### src/rtl/bank_isu_pkg.sv
// Shared opcode encodings and credit sizing for the bank issue queue.
package bank_isu_pkg;

    localparam logic [1:0] OP_WR    = 2'd0;
    localparam logic [1:0] OP_RD    = 2'd1;
    localparam logic [1:0] OP_RD_LF = 2'd2;
    localparam logic [1:0] OP_WB    = 2'd3;

    // Wide enough for any credit budget up to 15.
    localparam int CREDIT_W = 4;

    function automatic logic is_read(input logic [1:0] op);
        return (op == OP_RD) || (op == OP_RD_LF);
    endfunction

endpackage

### src/rtl/bank_isu_age_arb.sv
// Oldest-first selector over a circular queue, starting from the retire pointer.
module bank_isu_age_arb #(
    parameter  int PTR_WIDTH = 3,
    localparam int DEPTH     = 1 << PTR_WIDTH
) (
    input  logic [DEPTH-1:0]     ready_i,
    input  logic [PTR_WIDTH-1:0] bottom_ptr_i,
    output logic                 gnt_valid_o,
    output logic [PTR_WIDTH-1:0] gnt_idx_o
);

    logic [PTR_WIDTH-1:0] idx;

    // Walk youngest to oldest so the last hit is the oldest ready slot.
    always_comb begin
        gnt_valid_o = 1'b0;
        gnt_idx_o   = '0;
        idx         = '0;
        for (int i = DEPTH - 1; i >= 0; i--) begin
            idx = bottom_ptr_i + PTR_WIDTH'(i);
            if (ready_i[idx]) begin
                gnt_valid_o = 1'b1;
                gnt_idx_o   = idx;
            end
        end
    end

endmodule

### src/rtl/bank_isu_piq.sv
// Bank issue queue: in-order alloc/retire ring with out-of-order, credit- and
// linefill-gated issue of the oldest ready entry.
module bank_isu_piq
    import bank_isu_pkg::*;
#(
    parameter  int PTR_WIDTH     = 3,
    parameter  int CH_NUM        = 3,
    parameter  int CREDIT_MAX    = 4,
    parameter  int RID_WIDTH     = 6,
    parameter  int PAYLOAD_WIDTH = 20,
    localparam int DEPTH         = 1 << PTR_WIDTH,
    localparam int CH_W          = (CH_NUM > 1) ? $clog2(CH_NUM) : 1
) (
    input  logic                     clk_i,
    input  logic                     rst_i,
    input  logic                     req_valid_i,
    output logic                     req_ready_o,
    input  logic [1:0]               req_op_i,
    input  logic [CH_W-1:0]          req_ch_id_i,
    input  logic [PAYLOAD_WIDTH-1:0] req_payload_i,
    input  logic                     req_wait_i,
    input  logic [RID_WIDTH-1:0]     req_wait_rid_i,
    input  logic                     biu_rvalid_i,
    input  logic [RID_WIDTH-1:0]     biu_rid_i,
    output logic                     iss_valid_o,
    input  logic                     iss_ready_i,
    output logic [1:0]               iss_op_o,
    output logic [CH_W-1:0]          iss_ch_id_o,
    output logic [PAYLOAD_WIDTH-1:0] iss_payload_o,
    output logic [PTR_WIDTH-1:0]     iss_ptr_o,
    input  logic [CH_NUM-1:0]        credit_release_i,
    output logic [PTR_WIDTH:0]       occupancy_o
);

    localparam logic [PTR_WIDTH:0]   OCC_FULL    = (PTR_WIDTH + 1)'(DEPTH);
    localparam logic [PTR_WIDTH:0]   OCC_ONE     = (PTR_WIDTH + 1)'(1);
    localparam logic [PTR_WIDTH-1:0] PTR_ONE     = PTR_WIDTH'(1);
    localparam logic [CREDIT_W-1:0]  CREDIT_FULL = CREDIT_W'(CREDIT_MAX);
    localparam logic [CREDIT_W-1:0]  CREDIT_ONE  = CREDIT_W'(1);

    logic [DEPTH-1:0]         valid_q, valid_d;
    logic [DEPTH-1:0]         wait_q, wait_d;
    logic [DEPTH-1:0]         credit_ok, slot_ready;
    logic [1:0]               op_q      [DEPTH];
    logic [CH_W-1:0]          ch_q      [DEPTH];
    logic [RID_WIDTH-1:0]     rid_q     [DEPTH];
    logic [PAYLOAD_WIDTH-1:0] payload_q [DEPTH];
    logic [PTR_WIDTH-1:0]     alloc_ptr_q, alloc_ptr_d;
    logic [PTR_WIDTH-1:0]     bottom_ptr_q, bottom_ptr_d;
    logic [PTR_WIDTH:0]       occ_q, occ_d;
    logic [CREDIT_W-1:0]      credit_q [CH_NUM];
    logic [CREDIT_W-1:0]      credit_d [CH_NUM];

    logic                 alloc, fire, retire, alloc_wait, iss_is_read;
    logic                 gnt_valid;
    logic [PTR_WIDTH-1:0] gnt_idx;

    // Handshakes: a transfer happens on a cycle where valid and ready are both
    // high; req_ready_o depends only on registers, iss_valid_o never waits on
    // iss_ready_i, and a raised valid may still change or drop before transfer.
    assign req_ready_o = (occ_q != OCC_FULL);
    assign alloc       = req_valid_i & req_ready_o;
    assign fire        = gnt_valid & iss_ready_i;
    assign retire      = (occ_q != '0) & ~valid_q[bottom_ptr_q];
    assign alloc_wait  = req_wait_i & ~(biu_rvalid_i & (biu_rid_i == req_wait_rid_i));
    assign iss_is_read = fire & is_read(op_q[gnt_idx]);

    always_comb begin
        credit_ok  = '0;
        slot_ready = '0;
        for (int i = 0; i < DEPTH; i++) begin
            for (int c = 0; c < CH_NUM; c++) begin
                if (ch_q[i] == CH_W'(c)) credit_ok[i] = (credit_q[c] != '0);
            end
            slot_ready[i] = valid_q[i] & ((op_q[i] == OP_WB) |
                            (~wait_q[i] & ((op_q[i] == OP_WR) | credit_ok[i])));
        end
    end

    bank_isu_age_arb #(
        .PTR_WIDTH (PTR_WIDTH)
    ) u_age_arb (
        .ready_i      (slot_ready),
        .bottom_ptr_i (bottom_ptr_q),
        .gnt_valid_o  (gnt_valid),
        .gnt_idx_o    (gnt_idx)
    );

    assign iss_valid_o   = gnt_valid;
    assign iss_op_o      = op_q[gnt_idx];
    assign iss_ch_id_o   = ch_q[gnt_idx];
    assign iss_payload_o = payload_q[gnt_idx];
    assign iss_ptr_o     = gnt_idx;
    assign occupancy_o   = occ_q;

    always_comb begin
        valid_d = valid_q;
        wait_d  = wait_q;
        if (biu_rvalid_i) begin
            for (int i = 0; i < DEPTH; i++) begin
                if (rid_q[i] == biu_rid_i) wait_d[i] = 1'b0;
            end
        end
        if (fire) valid_d[gnt_idx] = 1'b0;
        // The freshly allocated slot overrides any stale match on its old tag.
        if (alloc) begin
            valid_d[alloc_ptr_q] = 1'b1;
            wait_d[alloc_ptr_q]  = alloc_wait;
        end

        alloc_ptr_d  = alloc  ? alloc_ptr_q + PTR_ONE  : alloc_ptr_q;
        bottom_ptr_d = retire ? bottom_ptr_q + PTR_ONE : bottom_ptr_q;
        occ_d = occ_q;
        if (alloc & ~retire)      occ_d = occ_q + OCC_ONE;
        else if (~alloc & retire) occ_d = occ_q - OCC_ONE;

        for (int c = 0; c < CH_NUM; c++) begin
            credit_d[c] = credit_q[c];
            if (credit_release_i[c] & ~(iss_is_read & (iss_ch_id_o == CH_W'(c)))) begin
                if (credit_q[c] != CREDIT_FULL) credit_d[c] = credit_q[c] + CREDIT_ONE;
            end else if (~credit_release_i[c] & iss_is_read & (iss_ch_id_o == CH_W'(c))) begin
                credit_d[c] = credit_q[c] - CREDIT_ONE;
            end
        end
    end

    always_ff @(posedge clk_i or posedge rst_i) begin
        if (rst_i) begin
            valid_q      <= '0;
            wait_q       <= '0;
            alloc_ptr_q  <= '0;
            bottom_ptr_q <= '0;
            occ_q        <= '0;
            for (int c = 0; c < CH_NUM; c++) credit_q[c] <= CREDIT_FULL;
        end else begin
            valid_q      <= valid_d;
            wait_q       <= wait_d;
            alloc_ptr_q  <= alloc_ptr_d;
            bottom_ptr_q <= bottom_ptr_d;
            occ_q        <= occ_d;
            for (int c = 0; c < CH_NUM; c++) credit_q[c] <= credit_d[c];
        end
    end

    // Entry contents are qualified by valid_q, so they need no reset.
    always_ff @(posedge clk_i) begin
        if (alloc) begin
            op_q[alloc_ptr_q]      <= req_op_i;
            ch_q[alloc_ptr_q]      <= req_ch_id_i;
            rid_q[alloc_ptr_q]     <= req_wait_rid_i;
            payload_q[alloc_ptr_q] <= req_payload_i;
        end
    end

endmodule

### config.mk
export PLATFORM = sky130hd
export DESIGN_NAME = bank_isu_piq
export DESIGN_NICKNAME = d
export VERILOG_FILES = /design/src/rtl/bank_isu_pkg.sv /design/src/rtl/bank_isu_age_arb.sv /design/src/rtl/bank_isu_piq.sv
export SDC_FILE = /design/constraint.sdc
export NUM_CORES = 1
export LEC_CHECK = 0
export CAP_MARGIN = 15
export CORE_MARGIN = 4
export CORE_UTILIZATION = 55
export DETAILED_ROUTE_END_ITERATION = 8
export GPL_TIMING_DRIVEN = 0
export HOLD_SLACK_MARGIN = 0.05
export PLACE_DENSITY = 0.74
export SLEW_MARGIN = 40
export SYNTH_ARGS = -nofsm -noshare
export SYNTH_HDL_FRONTEND = slang
export SYNTH_SLANG_ARGS = --single-unit
export TNS_END_PERCENT = 1
### constraint.sdc
create_clock -name clk_i -period 7.6 [get_ports clk_i]
set_input_delay 1.9 -clock clk_i [delete_from_list [all_inputs] [get_ports clk_i]]
set_output_delay 1.9 -clock clk_i [all_outputs]
set_load 0.02 [all_outputs]
-- Word-level counts from Yosys, hierarchy flattened
Memories as Yosys holds them, arrays and structs flattened.
Index checks and enable logic that the tools add are counted.
W data, S select, Z words.
- mux-type cells: 88
- shift-type cells: 0
- bitwise operators: 73
- $add $sub $neg: 16
- reduce and logical (&&, ||, !) cells: 31
- multiply operators: 0
- divide/modulo/power cells: 0
- equal/unequal tests: 44
- magnitude comparators: 12
- operator list (kind ; count):
    $eq A6 B6 Y1 ; 9
    $mux W1 ; 53
    $mux W4 ; 11
    $lt A3 B4 Y1 const B ; 10
    $and A1 B1 Y1 ; 36
    $eq A2 B2 Y1 const B ; 18
    $logic_not A2 Y1 ; 17
    $mux W8 ; 4
    $bmux W1 S3 ; 9
    $mux W3 ; 8
    $eq A2 B1 Y1 const B ; 10
    $not A1 Y1 ; 18
    $add A4 B1 Y4 const B ; 4
    $or A1 B1 Y1 ; 16
    $reduce_bool A4 Y1 ; 4
    $sub A4 B1 Y4 const B ; 4
    $add A3 B3 Y3 const B ; 4
    $ne A4 B3 Y1 const B ; 3
    $and A8 B8 Y8 ; 1
    $bwmux W8 ; 1
    $not A8 Y8 ; 1
    $or A8 B8 Y8 ; 1
    $reduce_bool A2 Y1 ; 4
    $add A3 B1 Y3 const B ; 2
    8 further kinds ; 16
- memory bits (writable): 240
- word-level logic and storage cells: 276
- register bits: 38
- memories kept: 4
- bits of input ports: 45
- latch bits: 0
- ROM bits: 0
- memory list (memory ; words ; width ; rd ports ; clocked after Yosys merged registers in ; wr ports ; line ; source):
    payload_q ; 8 ; 20 ; 1 ; 0 ; 1 ; bank_isu_piq.sv:47 ; logic [PAYLOAD_WIDTH-1:0] payload_q [DEPTH];
    rid_q ; 8 ; 6 ; 8 ; 0 ; 1 ; bank_isu_piq.sv:46 ; logic [RID_WIDTH-1:0] rid_q [DEPTH];
    ch_q ; 8 ; 2 ; 9 ; 0 ; 1 ; bank_isu_piq.sv:45 ; logic [CH_W-1:0] ch_q [DEPTH];
    op_q ; 8 ; 2 ; 9 ; 0 ; 1 ; bank_isu_piq.sv:44 ; logic [1:0] op_q [DEPTH];

-- Depth between registers and ports, before layout
Gate-level depths: netlist of run 1.
- depth after elaboration: 27
- depth in mapped cells: 25

-- Modules after synthesis
A second synthesis of run 1 with hierarchy kept.
- cell total of the unflattened synthesis: 877
- area, all modules: 12558.3 um^2
- by module, submodules not included (module ; times used ; cells each ; seq. area each (um^2) ; area each (um^2)):
    bank_isu_piq ; 1 ; 787 ; 8161.6 ; 11776.3
    bank_isu_age_arb ; 1 ; 90 ; 0.0 ; 782.0

-- Least setup slack after synthesis of run 1
Ideal clock, no wire load.
- kind: reg2out
- start point: register bottom_ptr_q[0]
- end point: output port iss_payload_o[11]
- data arrival time: 4428 ps
- data required time: 5700 ps
- cell stages (with the launch flop): 18
- path slack: 1272 ps
- path through: dfrtp_1 > clkbuf_1 > clkinv_1 > clkbuf_1 > ha_1 > xor2_1 > mux2i_1 > o22ai_1 > a311oi_2 > o21ai_2 > a221oi_2 > or2_4 > buf_6 > clkbuf_1 > nand2_1 > nand3_1 > o21ai_0 > o21ai_0
- word-level cells in the longest chain between the ends: 12
- RTL lines (item ; line ; source):
    start: declaration ; bank_isu_piq.sv:49 ; logic [PTR_WIDTH-1:0] bottom_ptr_q, bottom_ptr_d;
    start signal: assignment ; bank_isu_piq.sv:139 ; bottom_ptr_q <= bottom_ptr_d;
    $add A3 B3 Y3 ; bank_isu_age_arb.sv:20 ; idx = bottom_ptr_i + PTR_WIDTH'(i);
    $bmux W1 S3 ; bank_isu_age_arb.sv:21 ; if (ready_i[idx]) begin
    $mux W1 (not written as such) ; bank_isu_age_arb.sv:21 ;
    $mux W3 (7 in a row) ; bank_isu_age_arb.sv:21 ;
    $mux W3 (*) ; bank_isu_age_arb.sv:21 ;
    $mem_v2 Z8 W20 (*) ; -- ;
    end: declaration ; bank_isu_piq.sv:29 ; output logic [PAYLOAD_WIDTH-1:0] iss_payload_o,
Mark *: on every way between the ends. The rest lies on a longest branch, timed or not. The select of a mux whose other input is x is not followed.

-- Final worst setup path of run 1
- start point: register credit_q[1] in the netlist's numbering
- end point: output port iss_payload_o[1]
- word-level cells in the longest chain between the ends: 17
- RTL lines (item ; line ; source):
    start: declaration ; bank_isu_piq.sv:51 ; logic [CREDIT_W-1:0] credit_q [CH_NUM];
    $reduce_bool A4 Y1 (*) ; bank_isu_piq.sv:73 ; if (ch_q[i] == CH_W'(c)) credit_ok[i] = (credit_q[c] != '0);
    $mux W1 ; bank_isu_piq.sv:73 ;
    $or A1 B1 Y1 ; bank_isu_piq.sv:76 ; (~wait_q[i] & ((op_q[i] == OP_WR) | credit_ok[i])));
    $and A1 B1 Y1 ; bank_isu_piq.sv:76 ;
    $or A1 B1 Y1 ; bank_isu_piq.sv:75 ; slot_ready[i] = valid_q[i] & ((op_q[i] == OP_WB) |
    $and A1 B1 Y1 ; bank_isu_piq.sv:75 ;
    $bmux W1 S3 ; bank_isu_age_arb.sv:21 ;
    $mux W1 (not written as such) ; bank_isu_age_arb.sv:21 ;
    $mux W3 (7 in a row) ; bank_isu_age_arb.sv:21 ;
    $mux W3 (*) ; bank_isu_age_arb.sv:21 ;
    $mem_v2 Z8 W20 (*) ; -- ;
Marks and branches as above.

==> results of run 1 <==
[worst paths after layout]
check / end / startpoint / slack [ns]
max: iss_payload_o[1] / credit_q[1]$_DFFE_PP0P_ / 0.13
min: wait_q[6]$_DFF_PP0_ / wait_q[6]$_DFF_PP0_ / 0.54
max reg2reg: credit_q[3]$_DFFE_PP0P_ / credit_q[1]$_DFFE_PP0P_ / 1.09
min reg2reg: wait_q[6]$_DFF_PP0_ / wait_q[6]$_DFF_PP0_ / 0.54
max in group asynchronous: bottom_ptr_q[0]$_DFFE_PP0P_ / rst_i / 5.46
min in group asynchronous: credit_q[1]$_DFFE_PP0P_ / rst_i / 1.76
[state kept, by name, indices dropped and copies added (netlist names)]
signal and count:
payload_q 160, valid_q 8, wait_q 8, op_q 16, rid_q 48, ch_q 16
alloc_ptr_q 3, credit_q 12, bottom_ptr_q 3, occupancy_o 4
[kinds of logic after synthesis]
logic type / after synthesis
simple gates: 398
mux: 67
fa+ha+maj: 16
compound gates: 203
flops: 278
xor+xnor: 80
buf+inv: 76
[Yosys cell counts, types with 4 or more instances]
| library cell | number | share of area |
|---|---|---|
| a311oi_1 | 4 | 0.0026 |
| nor3_1 | 14 | 0.0052 |
| clkbuf_1 | 41 | 0.011 |
| edfxtp_1 | 240 | 0.53 |
| a21o_1 | 8 | 0.0044 |
| nand3_1 | 40 | 0.015 |
| mux4_2 | 5 | 0.0083 |
| mux2i_1 | 49 | 0.036 |
| and3_1 | 4 | 0.0019 |
| nor2_1 | 27 | 0.0075 |
| ha_1 | 12 | 0.011 |
| xor2_1 | 37 | 0.024 |
| fa_1 | 4 | 0.0059 |
| buf_1 | 7 | 0.0019 |
| nor2b_1 | 6 | 0.0028 |
| nand4_1 | 12 | 0.0056 |
| buf_2 | 5 | 0.0019 |
| o211ai_1 | 18 | 0.010 |
| o21ai_0 | 59 | 0.022 |
| dfrtp_1 | 35 | 0.065 |
| xnor2_1 | 42 | 0.027 |
| mux2i_2 | 4 | 0.0041 |
| a211oi_1 | 4 | 0.0022 |
| nand2b_1 | 9 | 0.0042 |
| a21boi_0 | 4 | 0.0022 |
| inv_1 | 19 | 0.0053 |
| nor3b_1 | 17 | 0.0094 |
| nand2_1 | 234 | 0.065 |
| o41a_1 | 4 | 0.0033 |
| o21ai_1 | 7 | 0.0026 |
| mux2_2 | 5 | 0.0042 |
| or4_1 | 5 | 0.0028 |
| o22ai_1 | 11 | 0.0051 |
| a221oi_1 | 4 | 0.0026 |
| a21oi_1 | 24 | 0.0089 |
| o41ai_1 | 6 | 0.0039 |
| or3_1 | 4 | 0.0019 |
| nand3b_1 | 4 | 0.0022 |
[placed cells by master (no fill, tap or decap), types with 5 or more instances in the layout]
cell	instances
nor2b_1	6
nand3_1	40
nand2_1	234
xnor2_1	41
buf_4	11
mux2_2	5
clkbuf_4	8
o21ai_1	8
a21o_1	8
clkbuf_2	18
o22ai_1	11
clkbuf_1	22
nor2_1	22
clkdlybuf4s50_1	62
buf_16	5
clkinv_2	5
ha_1	11
or4_1	5
nor3_1	14
o211ai_1	18
dlymetal6s2s_1	7
nand4_1	12
edfxtp_1	240
mux4_2	5
a21oi_1	23
dfrtp_1	34
inv_1	14
nand2b_1	9
o21ai_0	58
clkbuf_16	29
mux2i_1	49
xor2_1	36
buf_2	6
nor3b_1	17
clkbuf_8	5
[worst max-delay path, stage by stage, from the launching register on]
cell	delay (ns)
dfrtp_1	0.48
nor4_4	0.27
buf_4	0.21
nor3b_1	0.06
o41a_1	0.55
mux2i_1	0.25
buf_2	0.26
o22ai_1	0.18
a221oi_4	0.50
a221oi_4	0.16
or2_4	0.32
inv_2	0.17
clkbuf_1	0.52
nand2_1	0.12
nand2_1	0.08
o211ai_1	0.08
o21ai_0	0.12
clkdlybuf4s50_1	0.67
[what timing repair did]
action / 4_1_cts / 5_1_grt
buffers inserted: 5 / 4
pin swaps: 3 / 3
endpoints found under the setup margin: 27 / 24
resized for setup: 33 / 46
[final cells by class]
type                            count  share of cell area
Sequential cell                   278               0.507
Antenna cell                        1            0.000156
Clock inverter                     12             0.00762
Tap cell                          324              0.0252
Clock buffer                       41              0.0510
Multi-Input combinational cell    764               0.324
Buffer                             53              0.0174
Timing Repair Buffer               88              0.0608
Inverter                           22             0.00583
[layer usage]
layer,vias up,track usage,share of wire
met3,75,0.0367,0.073
li1,4373,-,-
met5,-,0,0.00033
met1,4613,0.343,0.41
met2,406,0.411,0.48
met4,2,0.0771,0.030
[metrics by stage]
step                area [sq um]  instances  setup WS [ns]  TNS [ns]   util
global placement           14600       1511         -0.486     -8.40  0.603
floorplan                  13500       1118           1.27         0      -
finish                     16100       1583          0.135         0  0.663
detailed placement         14900       1521         -0.568    -10.84  0.613
CTS                        15900       1578        0.00292         0  0.657
global route               16100       1583         -0.151     -1.24  0.663
==> impl_results.md, run 1 <==
* Status: finished, final reports clean
* Row count at 57
* Gr usage total at 0.248
* Area share of fa/ha/maj cells after synthesis at 0.0170
* Remaining antenna violation count after routing at 0
* H-tree Lvls at 1
* Post-DP HPWL at 22100 um
* DIE WIDTH at 165 um
* Compound-Gate Fraction of Synth Area at 0.108
* Num Clock Sinks at 278
* FFs w/ async S/R, synth at 0.137
* Combinational family with the most area after synthesis: simple AND/OR/NAND/NOR gates
* Net count after synthesis at 1179
* Vias/cell at 5.98
* Largest buffer count on any clock path at 3
* Min Tclk post-route at 7.47 ns
* Largest net degree at the start of global routing at 39
* First-iteration detailed-routing DRC count at 1046
* Die H at 165 um
* Detailed Routing Iterations Pass 1 at 5
* Slew HR at 0.477
* Worst-skew pair later-pin latency at 0.55 ns
* Vias in the first global route at 9409
* Post-synth EDFFs at 240
* Hold Path Class: flop to flop
* CTS tree: done
* Via Count at 9469
* CTS hold repair buffers at 0
* Post-synthesis mux area share at 0.0573
* Die area at 27200 sq um
* Worst slew pin tran at 0.779 ns
* Post-synthesis simple-gate area fraction at 0.139
* CP Launch Type: flop
* Root Buffer Master: clkbuf_16
* Crit path DAT at 5.57 ns
* Routed WL at 33700 um
* XOR/XNOR Fraction of Synth Area at 0.0524
* Multi-input logic area at 5220 sq um
* Max cap viols at 0
* Layout fillers at 1743
* Num ports at 78
* Ys Warns at 0
* #FFs+latches synth at 278
* Worst-path clk slew at 0.06 ns
* Mapped Area at 13500 sq um
* GPL Wtd Cong at 0.955
* Period utilization at 0.982
* Layout area overhead at 19.0%
* Worst Hold Slack at 0.540 ns
* Post-Syn Instances at 1118
* Max Slew Vio Count at 0
* Top_reg_cell synth: edfxtp_1
* Register Area at 8160 sq um
* First-pass GRT wire length at 51800 um
* Final Net Count at 1297
* Worst R2R Path Depth at 22
* Number of library cell types mapped by synthesis at 94
* Hold Path Stages at 2
* Highest Clock Rate at 134 MHz
* IO Port Bufs at 69
* Share of cells above drive strength 1 at 0.132
* Register area share after synthesis at 0.604
* Overflow after GRT at 0
* WP data required at 5.70 ns
* Kind of critical path: flop to primary output
* Initial Util at 0.558
* Antenna violations before repair at 2
* DRC viols at 0
* Core Area at 24200 sq um
* Final Hold Fails at 0
* Mean Syn Cell Area at 12.1 sq um
* Worst Path Max Fanout at 10
* Skew final at 0.0189 ns
* CP endpoint kind: primary output
* Avg WL per Cell at 21.3 um
* TritonCTS Buffers at 29
* Setup violators final at 0
* RSZ-0062 raised after global routing: true
Power of run 1 is left out: the tool's default activity adds up to more than one toggle a clock period on the data nets, which glitch-free logic cannot reach.
==> run 2: changes to the inputs <==
Settings changed: CORE_ASPECT_RATIO from default to 0.5.
==> impl_results.md, run 2 (same netlist as run 1, synthesis figures left out) <==
* Status: finished, final reports clean (unchanged)
* Die H at 119 um (was 165 um)
* Layout area overhead at 19.4% (was 19.0%)
* Worst Path Max Fanout at 10 (unchanged)
* Highest Clock Rate at 134 MHz (about the same)
* Most frequent cells in the layout: edfxtp_1, nand2_1, clkdlybuf4s50_1 (unchanged)
* Vias in the first global route at 9292 (was 9409)
* CP endpoint kind: primary output (unchanged)
* Row count at 40 (was 57)
* Gr usage total at 0.243 (was 0.248)
* Slew HR at 0.403 (was 0.477)
* Final Hold Fails at 0 (unchanged)
* Worst Hold Slack at 0.514 ns (was 0.540 ns)
* WP data required at 5.70 ns (about the same)
* Crit path DAT at 5.55 ns (was 5.57 ns)
* RSZ-0062 raised after global routing: true (unchanged)
* Largest buffer count on any clock path at 3 (unchanged)
* Max cap viols at 0 (unchanged)
* Final Net Count at 1299 (was 1297)
* Vias/cell at 5.93 (was 5.98)
* Number of antenna diodes at 0 (was 1)
* GPL Wtd Cong at 0.902 (was 0.955)
* DIE WIDTH at 230 um (was 165 um)
* Routed WL at 34000 um (was 33700 um)
* Kind of critical path: flop to primary output (unchanged)
* Hold Path Class: flop to flop (unchanged)
* Detailed Routing Iterations Pass 1 at 5 (unchanged)
* Worst slew pin tran at 0.895 ns (was 0.779 ns)
* Most common cell after layout, fill and taps aside: edfxtp_1 (unchanged)
* Largest registers: payload_q: 160 flops, rid_q: 48 flops (unchanged)
* Worst-path clk slew at 0.06 ns (about the same)
* Final worst slack at 0.150 ns (was 0.135 ns)
* Largest net degree at the start of global routing at 39 (unchanged)
* Avg WL per Cell at 21.3 um (about the same)
* Via Count at 9440 (was 9469)
* Die area at 27300 sq um (was 27200 sq um)
* Overflow after GRT at 0 (unchanged)
* Share of cells above drive strength 1 at 0.136 (was 0.132)
* Num Clock Sinks at 278 (unchanged)
* CTS hold repair buffers at 0 (unchanged)
* Initial Util at 0.562 (was 0.558)
* First-pass GRT wire length at 52300 um (was 51800 um)
* Largest Register: payload_q (unchanged)
* Largest register FFs at 160 (unchanged)
* TritonCTS Buffers at 25 (was 29)
* Period utilization at 0.980 (was 0.982)
* CP Launch Type: flop (unchanged)
* Setup violators final at 0 (unchanged)
* Antenna violations before repair at 0 (was 2)
* CTS tree: done (unchanged)
* Root Buffer Master: clkbuf_16 (unchanged)
* Core Area at 24100 sq um (was 24200 sq um)
* Worst-skew pair later-pin latency at 0.55 ns (about the same)
* DRC viols at 0 (unchanged)
* Num ports at 78 (unchanged)
* Max Slew Vio Count at 0 (unchanged)
* Min Tclk post-route at 7.45 ns (was 7.47 ns)
* IO Port Bufs at 69 (unchanged)
* Skew final at 0.0128 ns (was 0.0189 ns)
* Placement Setup Slack at -0.703 ns (was -0.568 ns)
* First-iteration detailed-routing DRC count at 949 (was 1046)
* H-tree Lvls at 1 (unchanged)
* Post-DP HPWL at 23200 um (was 22100 um)
* Remaining antenna violation count after routing at 0 (unchanged)
## run 2: area by class of cell
class | count | area, sq um
clock inverter | 14 | 214
multi-input combinational | 764 | 5230
sequential | 278 | 8160
buffer | 54 | 279
inverter | 22 | 86.3
timing repair buffer | 93 | 1070
clock buffer | 32 | 682
fill | 1699 | 7930
tap | 336 | 420
## run 2: worst paths after layout
path                                              start  depth (start not counted)  slack, ns                     endpoint
max in group asynchronous                         rst_i                          2       5.48     credit_q[10]$_DFFE_PP1P_
worst max register to register  credit_q[5]$_DFFE_PP0P_                         24       1.07      credit_q[3]$_DFFE_PP0P_
worst max-delay path            credit_q[1]$_DFFE_PP0P_                         17       0.15             iss_payload_o[4]
min in group asynchronous                         rst_i                          2       1.74  bottom_ptr_q[2]$_DFFE_PP0P_
worst min register to register      wait_q[6]$_DFF_PP0_                          2       0.51          wait_q[6]$_DFF_PP0_
worst min-delay path                wait_q[6]$_DFF_PP0_                          2       0.51          wait_q[6]$_DFF_PP0_
## run 2: stage by stage
stage | area, sq um | util | instances | TNS, ns
3_5_place_dp | 15000 | 0.622 | 1536 | -13.41
2_1_floorplan | 13500 | - | 1118 | 0
4_1_cts | 16000 | 0.665 | 1589 | -0.203
6_report | 16100 | 0.671 | 1593 | 0
5_1_grt | 16100 | 0.671 | 1593 | -0.347
3_3_place_gp | 14600 | 0.608 | 1523 | -9.68
## run 2: critical path: stages, from the launching register on
cell and delay, ns:
dfrtp_1 0.46, nor4_4 0.27, buf_4 0.21, nor3b_1 0.06, or4_1 0.60, and4_1 0.26
o21ai_1 0.25, o21ai_0 0.14, nor2_1 0.20, o211ai_1 0.13, a211oi_1 0.32, a2bb2oi_2 0.31
clkbuf_4 0.32, clkbuf_4 0.30, clkbuf_4 0.27, o211ai_1 0.12, o21ai_0 0.12, clkdlybuf4s50_1 0.65
## run 2: metal layers
metal,part of all wire,up-vias,GRT usage
met4,0.021,0,0.0615
met1,0.44,4667,0.339
met3,0.059,58,0.0416
met5,0,-,0
li1,-,4382,-
met2,0.48,333,0.404
## run 2: timing repair
action                                  in CTS  in global routing
resized for setup                           36                 43
buffers inserted                             7                  4
pin swaps                                    4                  2
endpoints found under the setup margin      27                 24
Power of run 2 is left out for the same reason.
